==> src/rtl/cpu_ctrl_pkg.sv <==
// Shared encodings for the multicycle controller and the datapath ALU.
package cpu_ctrl_pkg;

   localparam logic [5:0] OP_RTYPE = 6'b000000;
   localparam logic [5:0] OP_LW    = 6'b100011;
   localparam logic [5:0] OP_SW    = 6'b101011;
   localparam logic [5:0] OP_LH    = 6'b100001;
   localparam logic [5:0] OP_SH    = 6'b101001;
   localparam logic [5:0] OP_ADDI  = 6'b001000;
   localparam logic [5:0] OP_BEQ   = 6'b000100;
   localparam logic [5:0] OP_J     = 6'b000010;

   localparam logic [5:0] FN_ADD = 6'b100000;
   localparam logic [5:0] FN_SUB = 6'b100010;
   localparam logic [5:0] FN_AND = 6'b100100;
   localparam logic [5:0] FN_OR  = 6'b100101;
   localparam logic [5:0] FN_SLT = 6'b101010;
   localparam logic [5:0] FN_SLL = 6'b000000;

   localparam logic [2:0] ALU_AND = 3'b000;
   localparam logic [2:0] ALU_OR  = 3'b001;
   localparam logic [2:0] ALU_ADD = 3'b010;
   localparam logic [2:0] ALU_SLL = 3'b011;
   localparam logic [2:0] ALU_SUB = 3'b110;
   localparam logic [2:0] ALU_SLT = 3'b111;

   localparam logic [1:0] ERR_NONE    = 2'b00;
   localparam logic [1:0] ERR_TIMEOUT = 2'b01;
   localparam logic [1:0] ERR_ILLEGAL = 2'b10;

   typedef enum logic [3:0] {
      S_FETCH, S_DECODE, S_MEM_ADDR, S_MEM_RD, S_MEM_WB, S_MEM_WR, S_EXEC,
      S_ALU_WB, S_ADDI_EX, S_ADDI_WB, S_BRANCH, S_JUMP, S_TRAP
   } state_t;

endpackage

==> src/rtl/multicycle_control_unit_alu_decoder.sv <==
// R-type funct decode: ALU operation, shift select and legality.
module alu_decoder
   import cpu_ctrl_pkg::*;
(
   input  logic [5:0] funct,
   output logic [2:0] alu_op,
   output logic       shift,
   output logic       legal
);

   always_comb begin
      alu_op = ALU_ADD;
      shift  = 1'b0;
      legal  = 1'b1;
      case (funct)
         FN_ADD:  alu_op = ALU_ADD;
         FN_SUB:  alu_op = ALU_SUB;
         FN_AND:  alu_op = ALU_AND;
         FN_OR:   alu_op = ALU_OR;
         FN_SLT:  alu_op = ALU_SLT;
         FN_SLL: begin
            alu_op = ALU_SLL;
            shift  = 1'b1;
         end
         default: legal = 1'b0;
      endcase
   end

endmodule

==> src/rtl/multicycle_control_unit.sv <==
// Moore controller for the shared-memory multicycle datapath, with memory
// watchdog and illegal-instruction trap.
//   FETCH: read instr | DECODE: branch target | MEM_ADDR: ld/st address
//   MEM_RD/MEM_WB: load | MEM_WR: store | EXEC/ALU_WB: R-type
//   ADDI_EX/ADDI_WB: addi | BRANCH: beq | JUMP: j | TRAP: halted until reset
module multicycle_control_unit
   import cpu_ctrl_pkg::*;
#(
   parameter int ALU_CTRL_W  = 3,
   parameter int MEM_TIMEOUT = 16,
   parameter int HALFWORD_EN = 1
) (
   input  logic                  clk,
   input  logic                  reset,
   input  logic [5:0]            opcode,
   input  logic [5:0]            funct,
   input  logic                  zero,
   input  logic                  mem_ready,
   output logic                  pc_write,
   output logic                  pc_write_cond,
   output logic                  iord,
   output logic                  mem_read,
   output logic                  mem_write,
   output logic                  ir_write,
   output logic                  reg_write,
   output logic                  reg_dst,
   output logic                  mem_to_reg,
   output logic                  alu_src_a,
   output logic                  half_word,
   output logic                  shift,
   output logic [1:0]            alu_src_b,
   output logic [1:0]            pc_source,
   output logic [ALU_CTRL_W-1:0] alu_control,
   output logic                  instr_retired,
   output logic                  err,
   output logic [1:0]            err_code
);

   localparam int CNT_W = $clog2(MEM_TIMEOUT + 1);

   state_t           state_q, state_d;
   logic [CNT_W-1:0] cnt_q, cnt_d;
   logic [1:0]       err_code_q, err_code_d;
   logic             hw_ok, half_op, is_load, is_store, waiting, timeout;
   logic [2:0]       rt_alu, alu3;
   logic             rt_shift, rt_legal;
   logic             unused_zero;

   // Branch resolution happens in the datapath's PC write gate.
   assign unused_zero = zero;

   alu_decoder u_alu_dec (
      .funct  (funct),
      .alu_op (rt_alu),
      .shift  (rt_shift),
      .legal  (rt_legal)
   );

   assign hw_ok    = (HALFWORD_EN != 0);
   assign half_op  = (opcode == OP_LH) || (opcode == OP_SH);
   assign is_load  = (opcode == OP_LW) || ((opcode == OP_LH) && hw_ok);
   assign is_store = (opcode == OP_SW) || ((opcode == OP_SH) && hw_ok);
   assign waiting  = !mem_ready &&
                     (state_q == S_FETCH || state_q == S_MEM_RD || state_q == S_MEM_WR);
   assign timeout  = waiting && (cnt_q == CNT_W'(MEM_TIMEOUT - 1));

   always_comb begin
      state_d    = state_q;
      err_code_d = err_code_q;
      case (state_q)
         S_FETCH: begin
            if (timeout) begin
               state_d    = S_TRAP;
               err_code_d = ERR_TIMEOUT;
            end else if (mem_ready) begin
               state_d = S_DECODE;
            end
         end
         S_DECODE: begin
            if (is_load || is_store)                 state_d = S_MEM_ADDR;
            else if (opcode == OP_RTYPE && rt_legal) state_d = S_EXEC;
            else if (opcode == OP_ADDI)              state_d = S_ADDI_EX;
            else if (opcode == OP_BEQ)               state_d = S_BRANCH;
            else if (opcode == OP_J)                 state_d = S_JUMP;
            else begin
               state_d    = S_TRAP;
               err_code_d = ERR_ILLEGAL;
            end
         end
         S_MEM_ADDR: state_d = is_store ? S_MEM_WR : S_MEM_RD;
         S_MEM_RD, S_MEM_WR: begin
            if (timeout) begin
               state_d    = S_TRAP;
               err_code_d = ERR_TIMEOUT;
            end else if (mem_ready) begin
               state_d = (state_q == S_MEM_RD) ? S_MEM_WB : S_FETCH;
            end
         end
         S_EXEC:    state_d = S_ALU_WB;
         S_ADDI_EX: state_d = S_ADDI_WB;
         S_TRAP:    state_d = S_TRAP;
         default:   state_d = S_FETCH;
      endcase
      cnt_d = (waiting && state_d == state_q) ? cnt_q + CNT_W'(1) : '0;
   end

   always_ff @(posedge clk) begin
      if (reset) begin
         state_q    <= S_FETCH;
         cnt_q      <= '0;
         err_code_q <= ERR_NONE;
      end else begin
         state_q    <= state_d;
         cnt_q      <= cnt_d;
         err_code_q <= err_code_d;
      end
   end

   always_comb begin
      pc_write = 1'b0; pc_write_cond = 1'b0; iord = 1'b0; mem_read = 1'b0;
      mem_write = 1'b0; ir_write = 1'b0; reg_write = 1'b0; reg_dst = 1'b0;
      mem_to_reg = 1'b0; alu_src_a = 1'b0; half_word = 1'b0; shift = 1'b0;
      alu_src_b = 2'b00; pc_source = 2'b00; alu3 = ALU_AND;
      instr_retired = 1'b0; err = 1'b0; err_code = ERR_NONE;
      if (!reset) begin
         case (state_q)
            S_FETCH: begin
               mem_read  = 1'b1;
               alu_src_b = 2'b01;
               alu3      = ALU_ADD;
               ir_write  = mem_ready;
               pc_write  = mem_ready;
            end
            S_DECODE: begin
               alu_src_b = 2'b11;
               alu3      = ALU_ADD;
            end
            S_MEM_ADDR: begin
               alu_src_a = 1'b1;
               alu_src_b = 2'b10;
               alu3      = ALU_ADD;
               half_word = half_op && hw_ok;
            end
            S_MEM_RD: begin
               iord      = 1'b1;
               mem_read  = 1'b1;
               half_word = half_op && hw_ok;
            end
            S_MEM_WB: begin
               reg_write     = 1'b1;
               mem_to_reg    = 1'b1;
               instr_retired = 1'b1;
               half_word     = half_op && hw_ok;
            end
            S_MEM_WR: begin
               iord          = 1'b1;
               mem_write     = 1'b1;
               instr_retired = mem_ready;
               half_word     = half_op && hw_ok;
            end
            S_EXEC: begin
               alu_src_a = 1'b1;
               alu3      = rt_alu;
               shift     = rt_shift;
            end
            S_ALU_WB: begin
               reg_write     = 1'b1;
               reg_dst       = 1'b1;
               alu3          = rt_alu;
               shift         = rt_shift;
               instr_retired = 1'b1;
            end
            S_ADDI_EX: begin
               alu_src_a = 1'b1;
               alu_src_b = 2'b10;
               alu3      = ALU_ADD;
            end
            S_ADDI_WB: begin
               reg_write     = 1'b1;
               alu3          = ALU_ADD;
               instr_retired = 1'b1;
            end
            S_BRANCH: begin
               alu_src_a     = 1'b1;
               alu3          = ALU_SUB;
               pc_write_cond = 1'b1;
               pc_source     = 2'b01;
               instr_retired = 1'b1;
            end
            S_JUMP: begin
               pc_write      = 1'b1;
               pc_source     = 2'b10;
               instr_retired = 1'b1;
            end
            S_TRAP: begin
               err      = 1'b1;
               err_code = err_code_q;
            end
            default: ;
         endcase
      end
      alu_control = ALU_CTRL_W'(alu3);
   end

endmodule

==> config.mk <==
export PLATFORM = sky130hd
export DESIGN_NAME = multicycle_control_unit
export DESIGN_NICKNAME = d
export VERILOG_FILES = /design/src/rtl/cpu_ctrl_pkg.sv /design/src/rtl/multicycle_control_unit_alu_decoder.sv /design/src/rtl/multicycle_control_unit.sv
export SDC_FILE = /design/constraint.sdc
export NUM_CORES = 1
export LEC_CHECK = 0
export CAP_MARGIN = 20
export CORE_AREA = 4 4 42 71
export CTS_BUF_LIST = sky130_fd_sc_hd__clkbuf_8
export DETAILED_ROUTE_END_ITERATION = 10
export DIE_AREA = 0 0 46 75
export GPL_TIMING_DRIVEN = 1
export PLACE_DENSITY_LB_ADDON = 0.15
export SLEW_MARGIN = 20
export SYNTH_ARGS = -nofsm -noshare
export SYNTH_HDL_FRONTEND = slang
export SYNTH_SLANG_ARGS = --single-unit
==> constraint.sdc <==
create_clock -name clk -period 2.1 [get_ports clk]
set_input_delay 0.315 -clock clk [delete_from_list [all_inputs] [get_ports clk]]
set_output_delay 0.315 -clock clk [all_outputs]
set_load 0.01 [all_outputs]
### Word level (Yosys, flattened, before mapping)

Index checks and enable logic that the tools add are counted.

* equality and inequality tests: 32
* bitwise operators: 1
* add/sub/neg operators: 1
* reductions and logical operators: 28
* multiplexer cells: 58

Operators by type and width (count)
* equality test 6 bit, second input constant: 9
* 2-to-1 mux 1 bit: 28
* one-hot mux 4 bit (7 select lines): 1
* 2-to-1 mux 4 bit: 6
* equality test 4 bit, second input constant: 5
* 2-to-1 mux 2 bit: 10
* 2-to-1 mux 3 bit: 6
* equality test 4 x 3 -> 1 bit, second input constant: 4
* one-hot mux 3 bit (5 select lines): 1
* logical NOT 6 bit: 2
* inequality test 2 bit, second input constant: 5
* OR reduction 2 bit: 5
* OR reduction 5 bit: 2
* one-hot mux 3 bit (3 select lines): 1
* equality test 4 x 2 -> 1 bit, second input constant: 2
* one-hot mux 2 bit (2 select lines): 2
* OR reduction 4 bit: 2
* AND reduction 7 bit: 1
* equality test 6 x 2 -> 1 bit, second input constant: 1
* equality test 6 x 3 -> 1 bit, second input constant: 1
* equality test 6 x 4 -> 1 bit, second input constant: 1
* logical OR 1 bit: 6
* one-hot mux 2 bit (3 select lines): 1
* OR reduction 3 bit: 2
* other kinds (12): 16

* output and inout port bits: 23
* bits in registers: 11
* input port bits: 16

### Logic depth before layout (Yosys ltp)

Gate-level depths: netlist (run 1).

* word-level depth: 11
* gate-level depth with buffers: 8

### Cells and area by module

Synthesis (run 1) repeated with hierarchy kept, for this count alone.

* cells, all modules: 145
* area, all modules: 1058.5 um^2

Modules (own cells, without submodules)
* multicycle_control_unit: cells each 131, area each 964.7 um^2, seq. area each 220.2 um^2, instances 1
* alu_decoder: cells each 14, area each 93.8 um^2, seq. area each 0.0 um^2, instances 1

### Worst setup path before layout (run 1)

No wires, ideal clock.

* kind: register to output
* start point: register state_q[3]
* end point: output alu_control[2]
* path slack: 410 ps
* cell stages (with the launch flop): 5
* data required time: 1785 ps
* data arrival time: 1375 ps
* cell sequence: dfxtp_1 clkbuf_1 clkbuf_1 a31oi_1 nor3b_1

* cells in the longest elaborated chain, start to end: 4

RTL lines
* from (decl): RTL line multicycle_control_unit.sv:41 `state_t state_q, state_d;`
* from (signal assigned): RTL line multicycle_control_unit.sv:113 `state_q <= state_d;`
* equality test 4 bit, or another cell as far along: RTL line multicycle_control_unit.sv:126 `case (state_q)`
* OR reduction 5 bit (no line) or OR reduction 2 bit (tied branches)
* one-hot mux 3 bit (3 select lines) *: RTL line multicycle_control_unit.sv:126
* 2-to-1 mux 3 bit *: RTL line multicycle_control_unit.sv:125 `if (!reset) begin`
* to (decl): RTL line multicycle_control_unit.sv:33 `output logic [ALU_CTRL_W-1:0] alu_control,`

Mark *: on every way between the ends. The rest lies on a longest branch, timed or not.

### Final worst setup path (run 1)

* start point: input funct[5]
* end point: output alu_control[0]

* cells in the longest elaborated chain, start to end: 4

RTL lines
* from (decl): RTL line multicycle_control_unit.sv:16 `input logic [5:0] funct,`
* equality test 6 bit or logical NOT 6 bit (tied branches): RTL line multicycle_control_unit_alu_decoder.sv:15 `case (funct)`
* one-hot mux 3 bit (5 select lines) *: RTL line multicycle_control_unit_alu_decoder.sv:15
* one-hot mux 3 bit (3 select lines) *: RTL line multicycle_control_unit.sv:126
* 2-to-1 mux 3 bit *: RTL line multicycle_control_unit.sv:125

Marks and branches as above.

==> results.sh, run 1 <==
export IMPL_setup_tns_ps=0
export IMPL_fmax_mhz=502
export IMPL_reg2reg_depth=8
export IMPL_final_layout_size_suffix_gt1_share_pct=27.8
export IMPL_start_util_pct=43.1
export IMPL_drc_errors=0
export IMPL_max_stage_delay_ps=490
export IMPL_rsz0062_at_grt="no"
export IMPL_root_buffer="clkbuf_8"
export IMPL_cts_buffer_depth=2
export IMPL_crit_fanout=3
export IMPL_cap_violations=0
export IMPL_antenna_found_initial=0
export IMPL_tightestPinTransition_ps=528
export IMPL_irDropWorstVdd_v=0.000524
export IMPL_endpoint="alu_control[0]"
export IMPL_cts_made_buffers=3
export IMPL_avgSynthCellArea_um2=7.13
export IMPL_clk_pin_slew_ps=50
export IMPL_critPathLaunchType="input port"
export IMPL_reg2reg_to="state_q[2]"
export IMPL_n_antenna_cell=0
export IMPL_fin_area_um2=1750
export IMPL_dieArea_um2=3450
export IMPL_synth_top_cell_by_area="dfxtp_1"
export IMPL_period_needed_ps=1990
export IMPL_wl_mm=3.55
export IMPL_clock_latency_ps=240
export IMPL_slowest_stage="clkdlybuf4s50_1"
export IMPL_std_cell_rows=24
export IMPL_htreeDepth=1
export IMPL_via_per_inst=5.80
export IMPL_grt_pass1_wl_mm=5.77
export IMPL_setup_viol=0
export IMPL_synth_top_area_share_pct=20.7
export IMPL_end_kind="primary output"
export IMPL_synthTopCellsByArea="dfxtp_1 21%, nor2_1 8.8%, nor3_1 5.7%"
export IMPL_power_density_nw_per_um2=481
export IMPL_post_route_period_util_pct=94.9
export IMPL_ys_types=46
export IMPL_post_cts_buffers=0
export IMPL_ys_seq_elements=11
export IMPL_fin_skew_ps=1.05
export IMPL_synthToLayoutAreaGrowth_pct=64.4
export IMPL_antenna_left=0
export IMPL_synth_seq_area_share_pct=20.7
export IMPL_die_h_um=75
export IMPL_syn_inst=149
export IMPL_hold_viol=0
export IMPL_run_status="finished clean"
export IMPL_vias=1380
export IMPL_required_ps=1780
export IMPL_grt_usage_pct=22.3
export IMPL_cp_arrival_ps=1680
export IMPL_netlist_area_um2=1060
export IMPL_post_place_cells=234
export IMPL_p_total_uw=840
export IMPL_die_x_um=46
export IMPL_place_area_um2=1660
export IMPL_crit_type="input port to primary output"
export IMPL_cts_tree="built"
export IMPL_gp_congestion=0.915
export IMPL_yosysWarningCount=0
export IMPL_final_fill_count=216
export IMPL_async_flop_share_pct=0
export IMPL_place_hpwl_mm=2.78
export IMPL_cp_cell_sequence="clkdlybuf4s50_1, nor2b_4, buf_4, nand4_1, a31oi_1, dlygate4sd2_1"
export IMPL_leakagePower_uw=0.000810
export IMPL_io_buffers=37
export IMPL_grt_max_degree=17
export IMPL_hold_path_class="register to register"
export IMPL_clock_sinks=11
export IMPL_synthFlopType="dfxtp_1"
export IMPL_slew_violations=0
export IMPL_cts_hold_buffers=0
export IMPL_coreArea_um2=2460
export IMPL_dr_first_iter_drc_count=35
export IMPL_nNetsFinal=231
export IMPL_syn_nets=167
export IMPL_pin_count=39
export IMPL_grt_pass1_vias=1331
export IMPL_post_drt_wl_per_cell_um=14.9
export IMPL_firstDrtPassIters=4
export IMPL_synth_edf_count=0
export IMPL_crit_start="funct[5]"
export IMPL_timing_rr_start="cnt_q[0]"
export IMPL_slew_headroom_pct=64.6
export IMPL_overflow=0
export IMPL_r2r_setup_slack_ps=290
export IMPL_layout_cells_non_filler=238
## registers in the layout, indices dropped and copies added (netlist names)
name,cells
cnt_q,5
err_code_q,2
state_q,4
## Yosys cell counts (2+ instances only)
| master | count |
|---|---|
| a21oi_1 | 7 |
| a31oi_1 | 3 |
| and2_1 | 4 |
| and3_1 | 4 |
| buf_2 | 4 |
| clkbuf_1 | 5 |
| dfxtp_1 | 11 |
| ha_1 | 2 |
| inv_1 | 5 |
| nand2_1 | 10 |
| nand2b_1 | 2 |
| nand3_1 | 7 |
| nand3b_1 | 2 |
| nand4_1 | 3 |
| nor2_1 | 25 |
| nor2b_1 | 3 |
| nor3_1 | 12 |
| nor3b_1 | 2 |
| nor4_1 | 2 |
| o21ai_0 | 5 |
| o21ai_1 | 2 |
| or2_2 | 2 |
| xor2_1 | 4 |
## layout by cell type, fill, tap and decap left out, drive strengths merged, types with 2 or more instances in the layout
cell	synthesis	routed
and3	4	4
clkbuf	5	4
nand4	3	3
nand2	10	10
a21oi	7	7
nor4	3	3
and2	4	4
nand3b	2	2
nand2b	3	3
clkdlybuf4s50	0	15
dfxtp	11	11
or2	2	2
buf	5	32
dlymetal6s2s	0	5
o21ai	7	7
nor2	25	25
nor3b	2	2
nor2b	3	3
dlygate4sd2	0	16
ha	2	2
inv	5	6
a31oi	3	3
nor3	12	12
xor2	4	4
nand3	8	8
## metrics by stage
stage,worst slack [ps],utilization (%),hold WS [ps]
after global routing,10.3,70.9,504
after global placement,-161,67.4,435
final,107,70.9,479
after floorplan,410,-,418
after detailed placement,-250,67.4,449
after CTS,3.74,69.5,470
## power by group
group / switching [µW] / internal [µW]
registers: 32.4 / 228
clock network: 73.3 / 128
logic: 188 / 190
total: 294 / 545
## worst min path at each step
stage	end	startpoint	slack (ps)	cells past startpoint
2_1_floorplan	cnt_q[0]	cnt_q[0]	420	1
3_3_place_gp	cnt_q[0]	cnt_q[0]	440	1
3_5_place_dp	cnt_q[0]	cnt_q[0]	450	1
4_1_cts	cnt_q[0]	cnt_q[0]	470	1
5_1_grt	err_code_q[0]	err_code_q[0]	500	2
6_report	cnt_q[0]	cnt_q[0]	480	1
## critical path: cells and delay by family
kind,cells,cell delay (ps)
simple gates,2,270
compound gates,1,200
buf+inv,3,900
## logic make-up after synthesis
logic type | synth area share, %
flops | 20.7
compound gates | 24.6
xor+xnor | 4.12
fa+ha+maj | 2.36
buf+inv | 6.48
simple gates | 41.7
## layer usage
metal / global-route usage (%) / wire length, µm / share of wire [%] / vias to the layer above
met2: 40.3 / 2070 / 58 / 43
met5: 0 / 0 / 0 / -
met4: 13.9 / 125 / 3.5 / 0
li1: - / - / - / 667
met3: 0.718 / 134 / 3.8 / 11
met1: 24.0 / 1220 / 34 / 659
## cell type report
cell class,count,area [µm²],share of cell area [%]
multi-input cells,122,815,46.6
repair buffers,69,602,34.5
flip-flops and latches,11,230,13.2
clock buffers,3,41.3,2.36
well taps,26,32.5,1.86
inverters,6,22.5,1.29
clock inverters,1,3.75,0.215
## what timing repair did
action	CTS	global route
pin swaps	0	3
gates resized for setup	29	14
setup endpoints to repair	21	15
Power figures use the tool's default switching activity.
==> inputs of run 2 (changes only) <==
--- a/config.mk
+++ b/config.mk
@@ -6,10 +6,10 @@
 export NUM_CORES = 1
 export LEC_CHECK = 0
 export CAP_MARGIN = 20
-export CORE_AREA = 4 4 42 71
+export CORE_AREA = 4 4 52 54
 export CTS_BUF_LIST = sky130_fd_sc_hd__clkbuf_8
 export DETAILED_ROUTE_END_ITERATION = 10
-export DIE_AREA = 0 0 46 75
+export DIE_AREA = 0 0 56 58
 export GPL_TIMING_DRIVEN = 1
 export PLACE_DENSITY_LB_ADDON = 0.15
 export SLEW_MARGIN = 20
==> constraint.sdc (replaced) <==
create_clock -name clk -period 2.43 [get_ports clk]
set_input_delay 0.3645 -clock clk [delete_from_list [all_inputs] [get_ports clk]]
set_output_delay 0.3645 -clock clk [all_outputs]
set_load 0.01 [all_outputs]
==> results.sh, run 2 (same netlist as run 1, synthesis figures left out) <==
export IMPL_setup_tns_ps=0
export IMPL_cts_buffer_depth=2
export IMPL_hold_viol=0
export IMPL_pin_count=39
export IMPL_post_drt_wl_per_cell_um=14.4
export IMPL_final_layout_size_suffix_gt1_share_pct=21.4
export IMPL_fmax_mhz=415
export IMPL_antenna_left=0
export IMPL_post_place_cells=220
export IMPL_root_buffer="clkbuf_8"
export IMPL_cp_cell_sequence="buf_4, o21ai_0, nor3_1, clkdlybuf4s50_1"
export IMPL_wl_mm=3.23
export IMPL_largest_reg_flops=5
export IMPL_regMostFlops="cnt_q"
export IMPL_critPathLaunchType="register"
export IMPL_clock_sinks=11
export IMPL_htreeDepth=1
export IMPL_crit_type="register to primary output"
export IMPL_end_kind="primary output"
export IMPL_std_cell_rows=17
export IMPL_clk_pin_slew_ps=50
export IMPL_io_buffers=37
export IMPL_final_fill_count=180
export IMPL_firstDrtPassIters=4
export IMPL_clock_latency_ps=240
export IMPL_period_needed_ps=2410
export IMPL_reg_top3="cnt_q (5), state_q (4), err_code_q (2)"
export IMPL_start_util_pct=48.0
export IMPL_die_h_um=58
export IMPL_nNetsFinal=215
export IMPL_n_antenna_cell=0
export IMPL_cts_tree="built"
export IMPL_slowest_stage="dfxtp_1"
export IMPL_required_ps=2070
export IMPL_hold_ws_ps=446
export IMPL_layout_cells_non_filler=224
export IMPL_crit_buf_inv=2
export IMPL_gr_usage_met3_pct=4.68
export IMPL_multiInputGateArea_um2=801
export IMPL_antenna_found_initial=0
export IMPL_place_hpwl_mm=2.54
export IMPL_regArea_um2=224
export IMPL_grt_max_degree=19
export IMPL_post_cts_buffers=0
export IMPL_slew_violations=0
export IMPL_tightestPinTransition_ps=537
export IMPL_slew_headroom_pct=64.1
export IMPL_grt_pass1_vias=1309
export IMPL_layout_common_cells="30 x clkdlybuf4s50_1, 21 x nor2_1, 16 x buf_4"
export IMPL_use_met2_pct=37.4
export IMPL_via_per_inst=5.83
export IMPL_setup_viol=0
export IMPL_grt_usage_pct=20.8
export IMPL_irDropWorstVdd_v=0.000406
export IMPL_power_density_nw_per_um2=432
export IMPL_run_status="finished clean"
export IMPL_gp_congestion=0.920
export IMPL_die_x_um=56
export IMPL_post_route_period_util_pct=99.1
export IMPL_dr_first_iter_drc_count=61
export IMPL_critical_path_top_delay_family="buffers and inverters"
export IMPL_leakagePower_uw=0.000637
export IMPL_synthToLayoutAreaGrowth_pct=52.5
export IMPL_layout_commonest_cell="clkdlybuf4s50_1"
export IMPL_fin_skew_ps=2.50
export IMPL_dieArea_um2=3250
export IMPL_cap_violations=0
export IMPL_fin_util_pct=73.2
export IMPL_crit_fanout=15
export IMPL_drc_errors=0
export IMPL_overflow=0
export IMPL_rsz0062_at_grt="yes"
export IMPL_busiest_layer="met2"
export IMPL_hold_path_class="register to register"
export IMPL_grt_use_met1_pct=23.8
export IMPL_grt_pass1_wl_mm=5.59
export IMPL_coreArea_um2=2210
export IMPL_max_stage_delay_ps=650
export IMPL_cts_made_buffers=3
export IMPL_cp_arrival_ps=2040
export IMPL_vias=1307
==> run 2: cell count changes in the layout (fill, tap and decap cells not counted), moves of 2 or more <==
| cell | before | now |
|---|---|---|
| buf_4 | 31 | 16 |
| clkdlybuf4s50_1 | 15 | 30 |
| dlygate4sd2_1 | 16 | 4 |
| dlymetal6s2s_1 | 5 | 3 |
| dfxtp_4 | 2 | 0 |
==> run 2: power by group <==
part           switching (µW)  total [µW]  internal (µW)
Combinational             148         292            144
Sequential               34.0         230            196
Clock                    66.6         177            111
Total                     249         700            451
==> run 2: final cells by class <==
type                       instances  area share, %
timing repair buffer              53           30.4
inverter                           6           1.39
multi-input combinational        122           49.4
clock buffer                       3           2.55
clock inverter                     1          0.232
tap                               28           2.16
sequential                        11           13.8
==> run 2: path summary, 6_finish.rpt <==
kind / start / endpoint / slack [ps] / depth (start not counted)
hold / removal: cnt_q[0] / cnt_q[0] / 450 / 1
hold reg to reg: cnt_q[0] / cnt_q[0] / 450 / 1
setup reg to reg: state_q[1] / cnt_q[3] / 630 / 4
setup / recovery: state_q[1] / alu_src_b[1] / 20 / 4
==> run 2: routing by layer <==
| metal | vias to the layer above | share of wire, % |
|---|---|---|
| li1 | 632 | - |
| met5 | - | 0 |
| met3 | 9 | 6.9 |
| met2 | 61 | 50 |
| met4 | 0 | 1.8 |
| met1 | 605 | 41 |
==> run 2: what timing repair did <==
action / 4_1_cts / 5_1_grt
hold buffers: 0 / 0
resized for setup: 7 / 12
endpoints found under the setup margin: 5 / 14
gates cloned: 0 / 0
==> run 2: stage by stage <==
stage	total power, µW	instance area (µm²)	setup WS (ps)
global route	751	1620	-92.6
CTS	693	1590	60.3
global placement	507	1540	-14.6
floorplan	381	1060	691
finish	700	1620	21.5
detailed placement	514	1540	-88.0
==> run 2: worst reg2reg max path, delay by kind of cell, from the launching register on <==
kind,cells,cell delay [ps]
DFF,1,470
and+or+nand+nor,3,760
AOI/OAI and AO/OA,1,450
==> inputs of run 3 (changes only) <==
--- a/config.mk
+++ b/config.mk
@@ -11,7 +11,7 @@
 export DETAILED_ROUTE_END_ITERATION = 10
 export DIE_AREA = 0 0 56 58
 export GPL_TIMING_DRIVEN = 1
-export PLACE_DENSITY_LB_ADDON = 0.15
+export PLACE_DENSITY = 0.85
 export SLEW_MARGIN = 20
 export SYNTH_ARGS = -nofsm -noshare
 export SYNTH_HDL_FRONTEND = slang
==> constraint.sdc (replaced) <==
create_clock -name clk -period 2.9 [get_ports clk]
set_input_delay 0.435 -clock clk [delete_from_list [all_inputs] [get_ports clk]]
set_output_delay 0.435 -clock clk [all_outputs]
set_load 0.01 [all_outputs]
==> results.sh, run 3 (same netlist as run 1, synthesis figures left out) <==
export IMPL_layout_commonest_cell="clkdlybuf4s50_1"
export IMPL_n_antenna_cell=0
export IMPL_overflow=0
export IMPL_required_ps=2470
export IMPL_whs_path_depth=1
export IMPL_leakagePower_uw=0.000499
export IMPL_slew_headroom_pct=50.4
export IMPL_reg2reg_depth=5
export IMPL_hold_path_end="cnt_q[0]"
export IMPL_firstDrtPassIters=6
export IMPL_layout_common_cells="37 x clkdlybuf4s50_1, 25 x nor2_1, 12 x nor3_1"
export IMPL_crit_fanout=4
export IMPL_place_area_um2=1440
export IMPL_reg_top3="cnt_q (5), state_q (4), err_code_q (2)"
export IMPL_r2r_setup_slack_ps=870
export IMPL_post_drt_wl_per_cell_um=13.6
export IMPL_die_h_um=58
export IMPL_dr_first_iter_drc_count=37
export IMPL_post_cts_buffers=0
export IMPL_gp_congestion=0.888
export IMPL_drc_errors=0
export IMPL_antenna_left=0
export IMPL_setup_tns_ps=0
export IMPL_post_route_period_util_pct=94.2
export IMPL_fmax_mhz=366
export IMPL_slowest_stage="clkdlybuf4s50_1"
export IMPL_synthToLayoutAreaGrowth_pct=40.3
export IMPL_grt_pass1_wl_mm=4.68
export IMPL_cp_arrival_ps=2300
export IMPL_place_hpwl_mm=2.32
export IMPL_pin_count=39
export IMPL_power_density_nw_per_um2=370
export IMPL_hold_path_class="register to register"
export IMPL_start_util_pct=48.0
export IMPL_vias=1227
export IMPL_slew_violations=0
export IMPL_hold_start="cnt_q[0]"
export IMPL_nNetsFinal=202
export IMPL_grt_pass1_vias=1083
export IMPL_wl_mm=2.88
export IMPL_antenna_found_initial=0
export IMPL_cp_cell_sequence="clkdlybuf4s50_1, nor2b_1, nand3_1, nor2_1, a31oi_1, nor3b_1, clkdlybuf4s50_1"
export IMPL_hold_ws_ps=456
export IMPL_clock_latency_ps=230
export IMPL_critPathLaunchType="input port"
export IMPL_tightestPinTransition_ps=743
export IMPL_setup_viol=0
export IMPL_clk_pin_slew_ps=40
export IMPL_timing_rr_start="state_q[3]"
export IMPL_cts_made_buffers=3
export IMPL_clock_sinks=11
export IMPL_reg2reg_to="cnt_q[2]"
export IMPL_via_per_inst=5.82
export IMPL_fin_util_pct=67.4
export IMPL_end_kind="primary output"
export IMPL_cts_tree="built"
export IMPL_coreArea_um2=2210
export IMPL_final_layout_size_suffix_gt1_share_pct=9.84
export IMPL_std_cell_rows=17
export IMPL_grt_usage_pct=17.3
export IMPL_max_stage_delay_ps=560
export IMPL_dieArea_um2=3250
export IMPL_htreeDepth=1
export IMPL_cap_violations=0
export IMPL_hold_viol=0
export IMPL_crit_type="input port to primary output"
export IMPL_irDropWorstVdd_v=0.000376
export IMPL_largest_reg_flops=5
export IMPL_period_needed_ps=2730
export IMPL_root_buffer="clkbuf_8"
export IMPL_die_x_um=56
export IMPL_regMostFlops="cnt_q"
export IMPL_io_buffers=37
export IMPL_run_status="finished clean"
export IMPL_rsz0062_at_grt="no"
export IMPL_grt_max_degree=25
export IMPL_fin_area_um2=1490
export IMPL_fin_skew_ps=3.51
export IMPL_final_fill_count=205
export IMPL_cts_buffer_depth=2
export IMPL_crit_path_frequent_cell="clkdlybuf4s50_1"
==> run 3: cell count changes in the layout (fill, tap and decap cells not counted), moves of 2 or more <==
cell / delta
nor2_2: -4
dlymetal6s2s_1: -3
clkdlybuf4s50_1: +7
buf_4: -13
dfxtp_1: +2
dfxtp_2: -2
dlygate4sd2_1: -4
nor2_1: +4
==> run 3: timing repair <==
item | in CTS | in global routing
hold buffers | 0 | 0
resized for setup | 0 | 1
setup endpoints to repair | 0 | 1
==> run 3: power by group <==
part	switching (µW)	internal (µW)	total, µW
clock	50.6	92.3	143
sequential	33.6	164	197
combinational	107	104	211
==> run 3: metal layers <==
metal | vias up | part of all wire [%] | track usage (%)
met4 | 0 | 2.0 | 5.76
met3 | 9 | 6.6 | 2.45
met2 | 53 | 52 | 32.1
met1 | 558 | 40 | 20.3
met5 | - | 0 | 0
li1 | 607 | - | -
==> run 3: worst max-delay path by stage <==
| stage | start | endpoint | slack [ps] | depth (start not counted) |
|---|---|---|---|---|
| after CTS | funct[5] | alu_control[2] | 170 | 7 |
| after detailed placement | funct[5] | alu_control[2] | 180 | 7 |
| after global placement | funct[5] | alu_control[2] | 260 | 7 |
| after floorplan | state_q[3] | alu_control[2] | 1090 | 4 |
| final | funct[5] | alu_control[2] | 170 | 7 |
| after global routing | funct[5] | alu_control[2] | 60 | 7 |
==> run 3: cell type report <==
cell class,count,area [µm²],area share [%]
clock buffer,3,41.3,2.77
clock inverter,1,3.75,0.252
inverter,6,22.5,1.51
multi-input combinational,122,773,51.9
sequential,11,221,14.9
timing repair buffer,40,393,26.4
tap,28,35.0,2.35
==> run 3: per-stage QoR <==
| stage | setup WS [ps] | power, µW | std cells |
|---|---|---|---|
| 2_1_floorplan | 1090 | 319 | 149 |
| 3_3_place_gp | 255 | 400 | 207 |
| 3_5_place_dp | 182 | 408 | 207 |
| 4_1_cts | 175 | 553 | 211 |
| 5_1_grt | 59.4 | 586 | 211 |
| 6_report | 168 | 551 | 211 |
==> run 3: critical path: cells and delay by family <==
family | cells | cell delay, ps
AOI/OAI and AO/OA | 1 | 50
and+or+nand+nor | 4 | 720
buffers and inverters | 2 | 1080
